## src/rtl/seq_det_ctrl.sv

```systemverilog
// seq_det_ctrl: run controller for the serial pattern detector (latch cfg, shift bits, count matches, stop on target/window/abort)
module seq_det_ctrl #(
  parameter int MAX_LEN = 8,
  parameter int CNT_W   = 8,
  parameter int WIN_W   = 16
) (
  input  logic               clk,
  input  logic               rst,
  input  logic [MAX_LEN-1:0] cfg_pattern,
  input  logic [3:0]         cfg_len,
  input  logic               cfg_overlap,
  input  logic [WIN_W-1:0]   cfg_window,
  input  logic [CNT_W-1:0]   cfg_target,
  input  logic               start,
  input  logic               abort,
  input  logic               bit_in,
  input  logic               bit_valid,
  output logic               busy,
  output logic               match,
  output logic [CNT_W-1:0]   match_cnt,
  output logic [WIN_W-1:0]   bits_seen,
  output logic               done,
  output logic               timeout
);
  typedef enum logic [1:0] {IDLE, RUN, DONE} state_t;
  localparam logic [3:0] ML = 4'(MAX_LEN);
  state_t state_q, state_d;
  logic [MAX_LEN-1:0] pat_q, pat_d, sh_q, sh_d, sh_n, mask;
  logic [3:0] len_q, len_d, fill_q, fill_d, fill_n, len_c;
  logic [WIN_W-1:0] win_q, win_d, seen_q, seen_d, seen_n;
  logic [CNT_W-1:0] tgt_q, tgt_d, cnt_q, cnt_d, cnt_n;
  logic ovl_q, ovl_d, match_q, match_d, done_q, done_d, to_q, to_d;
  logic hit, tgt_hit, win_hit, go;
  assign len_c   = cfg_len == 4'd0 ? 4'd1 : (cfg_len > ML ? ML : cfg_len);
  assign sh_n    = {sh_q[MAX_LEN-2:0], bit_in};
  assign fill_n  = fill_q == ML ? ML : fill_q + 4'd1;
  assign seen_n  = &seen_q ? seen_q : seen_q + WIN_W'(1);
  assign mask    = ~({MAX_LEN{1'b1}} << len_q);
  assign hit     = ((sh_n ^ pat_q) & mask) == '0 && fill_n >= len_q;
  assign cnt_n   = hit && !(&cnt_q) ? cnt_q + CNT_W'(1) : cnt_q;
  assign tgt_hit = tgt_q != '0 && cnt_n == tgt_q;
  assign win_hit = win_q != '0 && seen_n == win_q;
  assign go      = start && !abort && state_q != RUN;
  always_comb begin
    state_d = state_q;
    pat_d   = pat_q;
    len_d   = len_q;
    ovl_d   = ovl_q;
    win_d   = win_q;
    tgt_d   = tgt_q;
    sh_d    = sh_q;
    fill_d  = fill_q;
    cnt_d   = cnt_q;
    seen_d  = seen_q;
    done_d  = done_q;
    to_d    = to_q;
    match_d = 1'b0;
    if (go) begin
      state_d = RUN;
      pat_d   = cfg_pattern;
      len_d   = len_c;
      ovl_d   = cfg_overlap;
      win_d   = cfg_window;
      tgt_d   = cfg_target;
      sh_d    = '0;
      fill_d  = '0;
      cnt_d   = '0;
      seen_d  = '0;
      done_d  = 1'b0;
      to_d    = 1'b0;
    end else if (abort && state_q != IDLE) begin
      state_d = IDLE;
      done_d  = 1'b0;
      to_d    = 1'b0;
    end else if (state_q == RUN && bit_valid) begin
      sh_d    = sh_n;
      fill_d  = hit && !ovl_q ? 4'd0 : fill_n;
      seen_d  = seen_n;
      cnt_d   = cnt_n;
      match_d = hit;
      if (tgt_hit || win_hit) begin
        state_d = DONE;
        done_d  = 1'b1;
        to_d    = win_hit && !tgt_hit;
      end
    end
  end
  always_ff @(posedge clk or posedge rst) begin
    if (rst) begin
      state_q <= IDLE;
      pat_q   <= '0;
      len_q   <= '0;
      ovl_q   <= 1'b0;
      win_q   <= '0;
      tgt_q   <= '0;
      sh_q    <= '0;
      fill_q  <= '0;
      cnt_q   <= '0;
      seen_q  <= '0;
      done_q  <= 1'b0;
      to_q    <= 1'b0;
      match_q <= 1'b0;
    end else begin
      state_q <= state_d;
      pat_q   <= pat_d;
      len_q   <= len_d;
      ovl_q   <= ovl_d;
      win_q   <= win_d;
      tgt_q   <= tgt_d;
      sh_q    <= sh_d;
      fill_q  <= fill_d;
      cnt_q   <= cnt_d;
      seen_q  <= seen_d;
      done_q  <= done_d;
      to_q    <= to_d;
      match_q <= match_d;
    end
  end
  assign busy      = state_q == RUN;
  assign match     = match_q;
  assign match_cnt = cnt_q;
  assign bits_seen = seen_q;
  assign done      = done_q;
  assign timeout   = to_q;
endmodule

```

## config.mk

```make
export PLATFORM = sky130hd
export DESIGN_NAME = seq_det_ctrl
export DESIGN_NICKNAME = d
export VERILOG_FILES = /design/src/rtl/seq_det_ctrl.sv
export SDC_FILE = /design/constraint.sdc
export NUM_CORES = 1
export LEC_CHECK = 0
export CORE_MARGIN = 2
export CORE_UTILIZATION = 50
export CTS_CLUSTER_DIAMETER = 50
export CTS_CLUSTER_SIZE = 30
export DETAILED_ROUTE_END_ITERATION = 10
export PLACE_DENSITY = 0.75
export SLEW_MARGIN = 20
export SYNTH_ARGS = -nofsm -noshare
export SYNTH_HDL_FRONTEND = slang
export SYNTH_SLANG_ARGS = --single-unit
```

## constraint.sdc

```tcl
create_clock -name clk -period 4.1 [get_ports clk]
set_clock_uncertainty 0.2 [all_clocks]
set_input_delay 1.23 -clock clk [delete_from_list [all_inputs] [get_ports clk]]
set_output_delay 1.23 -clock clk [all_outputs]
set_load 0.01 [all_outputs]
```

==> metrics, run 1 <==
cts hold-fix bufs=0; mapped cell area=0.00461 mm2; maxcap violations=0; vias per std cell=5.73; top post-synthesis cells by area=dfrtp_1 41%, nand2_1 12%, o21ai_0 4.7%, xor2_1 3.8%, nand3_1 3.5%; CP Capture Type=flip-flop; EDFF count, synth=0; RSZ-0062 raised after global routing=false; HP Start=pat_q[7]; Tmin final=3690 ps; Area Overhead vs Synth=24.0%; Die ar.=0.0100 mm2; PwrDens=580 mW/mm2; VDD IR max=0.287 mV; Setup TNS=0 ps; fmax=0.271 GHz; Crit Path Category=in -> reg; Reg power frac=37.8%; area of the multi-input gates=0.00255 mm2; most numerous cell in the Yosys netlist=nand2_1; Cell Int Power=around 2000 uW; dpl hpwl=8790 um; fin crit share=89.9%; Final ANT Viol Nets=0; largest net degree at the start of global routing=54; clk sinks=76; Startpoint Class=primary input; worst-case clock buffer depth=2; Worst-Margin Slew=between 600 and 700 ps; Slew HR=55.6%; status=completed; Synth top cells by count=144 x nand2_1, 76 x dfrtp_1, 43 x o21ai_0; vias in the first global route=4313; flops & latches, synth=between 70 and 80; Rows=35; Core Area=0.00911 mm2; number of port buffers=70; register area share after synthesis=41.3%; CP Data Arrival Time=3720 ps; # fillers=just under 800; Starting Density=between 50% and 60%; root buf cell=clkbuf_8; Netlist cell types=61; Worst R2R Start=fill_q[0]; critical path peak fanout=8; Logic pwr share=41.6%; FF+latch area=0.00190 mm2; gr usage total=25.9%; sw frac=between 40% and 50%; via count=4352; routed len/inst=16.3 um; Critical Path Start=bit_in; initial antenna violation count=0; first-pass detailed-route iteration total=5; syn avg cell area=about 8.1 um2; Clock power frac=20.7%; Switch Pwr=roughly 1300 uW; cts repair resizes=0; ys async rst share=100%; Fin. Hold Viols=0; Mapped Cells=571; share of cells above drive strength 1=around 6.6%; die height=100 um; postcts setup bufs=0; Hold Crit Class=reg -> reg; global-route wire length before repair=20900 um; worst-skew pair later-pin latency=360 ps; Die Wd=100 um; final slew viol count=0; io pins=71; Primary FF master, synth=dfrtp_1; Placer Congestion=0.978; Inserted Clock Buffers=9; leakage power figure=0.00251 uW; share of Yosys cell area claimed by the top area cell type=41.3%; Post-DP Area=0.00549 mm2; Clock transition at path regs=around 100 ps; Synth Net Count=622; CTS tree=built; wire length reported by the detailed router=approximately 12000 um; Hold WS=313 ps; WP data required=approximately 4100 ps; DRC Markers=0; # diodes=0; finished layout cell area=around 0.0057 mm2; GR Overflow Total=0; CTS H-tree lvls=3; yosys warns=0; post-synth top area cell=dfrtp_1; number of DRC markers in iteration 0=167; nets=694; Setup violations, final=0
worst max-delay path, stage by stage:
cell and delay [ps]:
clkdlybuf4s50_1 430, xor2_1 160, o41ai_1 60, o221ai_1 190, buf_4 180, nor4_4 150
buf_4 200, nand2_1 90, o311ai_1 290, a31oi_1 170, nor4_1 320, buf_4 170
o31ai_1 70
flip-flops by register name, summed over array words and instances (netlist names):
register   count
len_q          4
state_q        2
match_cnt      8
bits_seen     16
timeout        1
fill_q         4
win_q         16
pat_q          8
ovl_q          1
match          1
sh_q           7
tgt_q          8
cells in the final DEF (no fill, tap or decap), types with 3 or more instances in the layout:
cell,synthesis,layout
nand2_1,144,144
dfrtp_1,76,76
clkdlybuf4s50_1,0,70
o21ai_0,43,43
nor2_1,34,34
nand3_1,32,32
a21oi_1,27,27
xor2_1,20,20
xnor2_1,18,18
inv_1,16,15
nor3_1,15,15
buf_4,0,15
nor4_1,12,12
and3_1,11,11
clkbuf_8,0,10
ha_1,8,8
nand4_1,7,7
nand2b_1,5,5
a31oi_1,5,5
mux2i_1,5,5
nand3b_1,5,5
or3_1,4,4
nor2b_1,3,3
and4_1,3,3
a22o_1,3,3
o21a_1,3,3
and2_1,3,3
o31ai_1,3,3
o22ai_1,3,3
inv_6,0,3
per-layer routing:
layer | GRT usage, % | vias up | routed length (um)
met2 | 45.8 | 125 | 6170
met1 | 33.2 | 2081 | 5450
li1 | - | 2128 | -
met4 | 8.32 | 0 | 206
met3 | 3.06 | 18 | 552
met5 | 0 | - | 0
per-stage QoR:
stage          total power (uW)  worst slack [ps]  cells  utilization [%]
2_1_floorplan              2170               578    571                -
5_1_grt                    3550               201    759             62.8
4_1_cts                    3320               410    759             62.8
6_report                   3310               413    759             62.8
3_5_place_dp               2620              37.3    743             60.2
3_3_place_gp               2570              55.0    743             60.2
final timing paths:
kind,end,slack (ps),depth (start not counted)
worst max-delay path,state_q[0],410,13
worst min-delay path,pat_q[7],310,2
worst max register to register,timeout,570,14
worst min register to register,pat_q[7],310,2
max in group asynchronous,tgt_q[2],1800,4
min in group asynchronous,bits_seen[9],1060,2
power groups by stage:
stage          clock (uW)  sequential [uW]  combinational, uW
6_report              686             1250               1380
5_1_grt               724             1280               1550
4_1_cts               698             1250               1380
3_5_place_dp            0             1260               1360
3_3_place_gp            0             1250               1330
2_1_floorplan           0             1190                986
cells by family after synthesis:
group / share of synthesized area (%)
and+or+nand+nor: 30.4
adders and majority gates: 2.17
DFF: 41.3
muxes: 1.09
xor gates and xnor gates: 7.22
buffers and inverters: 3.50
AOI/OAI and AO/OA: 14.3
layout make-up:
cell class / instances / area share, %
Multi-Input combinational cell: 454 / 44.6
Sequential cell: 76 / 33.3
Timing Repair Buffer: 86 / 14.6
Tap cell: 111 / 2.43
Clock buffer: 10 / 2.41
Clock inverter: 6 / 1.64
Inverter: 16 / 1.05
No activity file was read; power rests on OpenSTA's default activity.
==> run 2, diff against run 1 <==
--- a/config.mk
+++ b/config.mk
@@ -5,6 +5,7 @@
 export SDC_FILE = /design/constraint.sdc
 export NUM_CORES = 1
 export LEC_CHECK = 0
+export CORE_ASPECT_RATIO = 0.8
 export CORE_MARGIN = 2
 export CORE_UTILIZATION = 50
 export CTS_CLUSTER_DIAMETER = 50
==> run 2 against run 1 <==
Worst hold slack worse by 3.5 ps. Combinational power about the same. Setup slack worse by 110 ps. Count of clock-buffer cells in the layout down 1. Routed wire length up 2.0%. Largest power group unchanged.
==> metrics, run 2 (synthesized netlist as in run 1, its figures left out) <==
HP Start=pat_q[5]; initial antenna violation count=0 (unchanged); routed len/inst=16.6 um (+1.6%); vias in the first global route=4117 (-4.5%); Hold Crit Class=reg -> reg; number of DRC markers in iteration 0=316 (+89%); most common cell after layout, fill and taps aside=nand2_1; die height=89.9 um (-10%); CP Data Arrival Time=3810 ps (+90 ps); Die ar.=0.0100 mm2 (about the same); worst-case clock buffer depth=2 (unchanged); clk sinks=76 (unchanged); first-pass detailed-route iteration total=6 (+1); largest net degree at the start of global routing=54 (unchanged); critical path peak fanout=7 (-1); Post-DP Area=0.00548 mm2 (about the same); Startpoint Class=primary input; Critical Path Start=bit_in; fin crit share=92.7% (+2.8 points); most frequent cells in the layout=144 x nand2_1, 76 x dfrtp_1, 70 x clkdlybuf4s50_1; Clock transition at path regs=60 ps (-40 ps); wire length reported by the detailed router=12600 um (+2.0%); leakage power figure=0.00254 uW (+1.3%); RSZ-0062 raised after global routing=false; GR Overflow Total=0 (unchanged); Core Area=0.00900 mm2 (-1.2%); root buf cell=clkbuf_16; share of cells above drive strength 1=6.49% (-0.14 points); via count=4398 (+1.1%); Hold WS=309 ps (-3.45 ps); Worst R2R Start=fill_q[0]; Final ANT Viol Nets=0 (unchanged); vias per std cell=5.77 (+0.66%); cts hold-fix bufs=0 (unchanged); DRC Markers=0 (unchanged); Starting Density=51.2% (+0.62 points); cts repair resizes=0 (unchanged); Placer Congestion=0.929 (-5.0%); nets=693 (-0.14%); Worst-Margin Slew=666 ps (+3.23 ps); WP data required=4110 ps (-30 ps); Inserted Clock Buffers=9 (unchanged); Area Overhead vs Synth=26.0%; io pins=71 (unchanged); dpl hpwl=9170 um (+4.3%); Rows=31 (-11%); maxcap violations=0 (unchanged); VDD IR max=0.365 mV (+27%); Tmin final=3800 ps (+115 ps); CTS tree=built; postcts setup bufs=0 (unchanged); CTS H-tree lvls=3 (unchanged); Die Wd=111 um (+11%); number of port buffers=70 (unchanged); CP Capture Type=flip-flop; Setup violations, final=0 (unchanged); Slew HR=55.6% (about the same); gr usage total=26.0% (+0.086 points); Crit Path Category=in -> reg; PwrDens=610 mW/mm2 (+5.2%); Fin. Hold Viols=0 (unchanged); status=completed; fmax=0.263 GHz (-3.0%); worst-skew pair later-pin latency=340 ps (-20 ps); # diodes=0 (unchanged); final slew viol count=0 (unchanged); finished layout cell area=0.00581 mm2 (+1.6%); global-route wire length before repair=20900 um (+0.20%)
-- run 2: changes by cell type in the layout (fill, tap and decap cells not counted) --
cell and delta:
buf_4 -1, clkbuf_16 +9, clkbuf_8 -10, clkinv_2 +1, clkinv_4 +2, inv_6 -2
-- run 2: through the flow --
step / setup TNS (ps) / total power [uW] / instances / util, % / setup WS [ps]
2_1_floorplan: 0 / 2170 / 571 / - / 578
3_3_place_gp: 0 / 2610 / 746 / 60.9 / 4.93
3_5_place_dp: -190 / 2660 / 746 / 60.9 / -97.2
4_1_cts: 0 / 3550 / 762 / 64.5 / 267
5_1_grt: 0 / 3810 / 762 / 64.5 / 79.5
6_report: 0 / 3540 / 762 / 64.5 / 298
-- run 2: area by class of cell --
cell class / count / area (um2)
fillers: 775 / 3190
clock inverters: 7 / 98.8
flip-flops and latches: 76 / 1900
clock buffers: 9 / 225
multi-input cells: 454 / 2550
well taps: 115 / 144
repair buffers: 85 / 826
inverters: 16 / 60.1
-- run 2: routing by layer --
layer  track usage [%]  wire (um)
met5                 0          0
met4              5.14        132
met3              7.01       1100
met2              37.7       5370
met1              39.2       6020
-- run 2: worst paths after layout --
| check | end | slack [ps] | cells past startpoint |
|---|---|---|---|
| worst max register to register | state_q[0] | 510 | 16 |
| worst min-delay path | pat_q[5] | 310 | 2 |
| min in group asynchronous | win_q[14] | 1110 | 2 |
| max in group asynchronous | tgt_q[3] | 1900 | 3 |
| worst max-delay path | state_q[0] | 300 | 12 |
| worst min register to register | pat_q[5] | 310 | 2 |
-- run 2: report_power, final --
part	total, uW	leakage [uW]	switching, uW	internal [uW]
clock	866	0.000156	330	536
combinational	1410	0.00139	761	644
sequential	1270	0.000998	293	979
total	3540	0.00254	1380	2160
-- run 2: critical path, stage by stage --
cell and delay, ps:
clkdlybuf4s50_1 430, xor2_1 160, o41ai_1 70, o221ai_1 210, buf_4 190, nor4_4 250
and2_4 260, buf_4 150, a41o_1 160, a31oi_1 120, nor4_1 430, o31ai_1 140
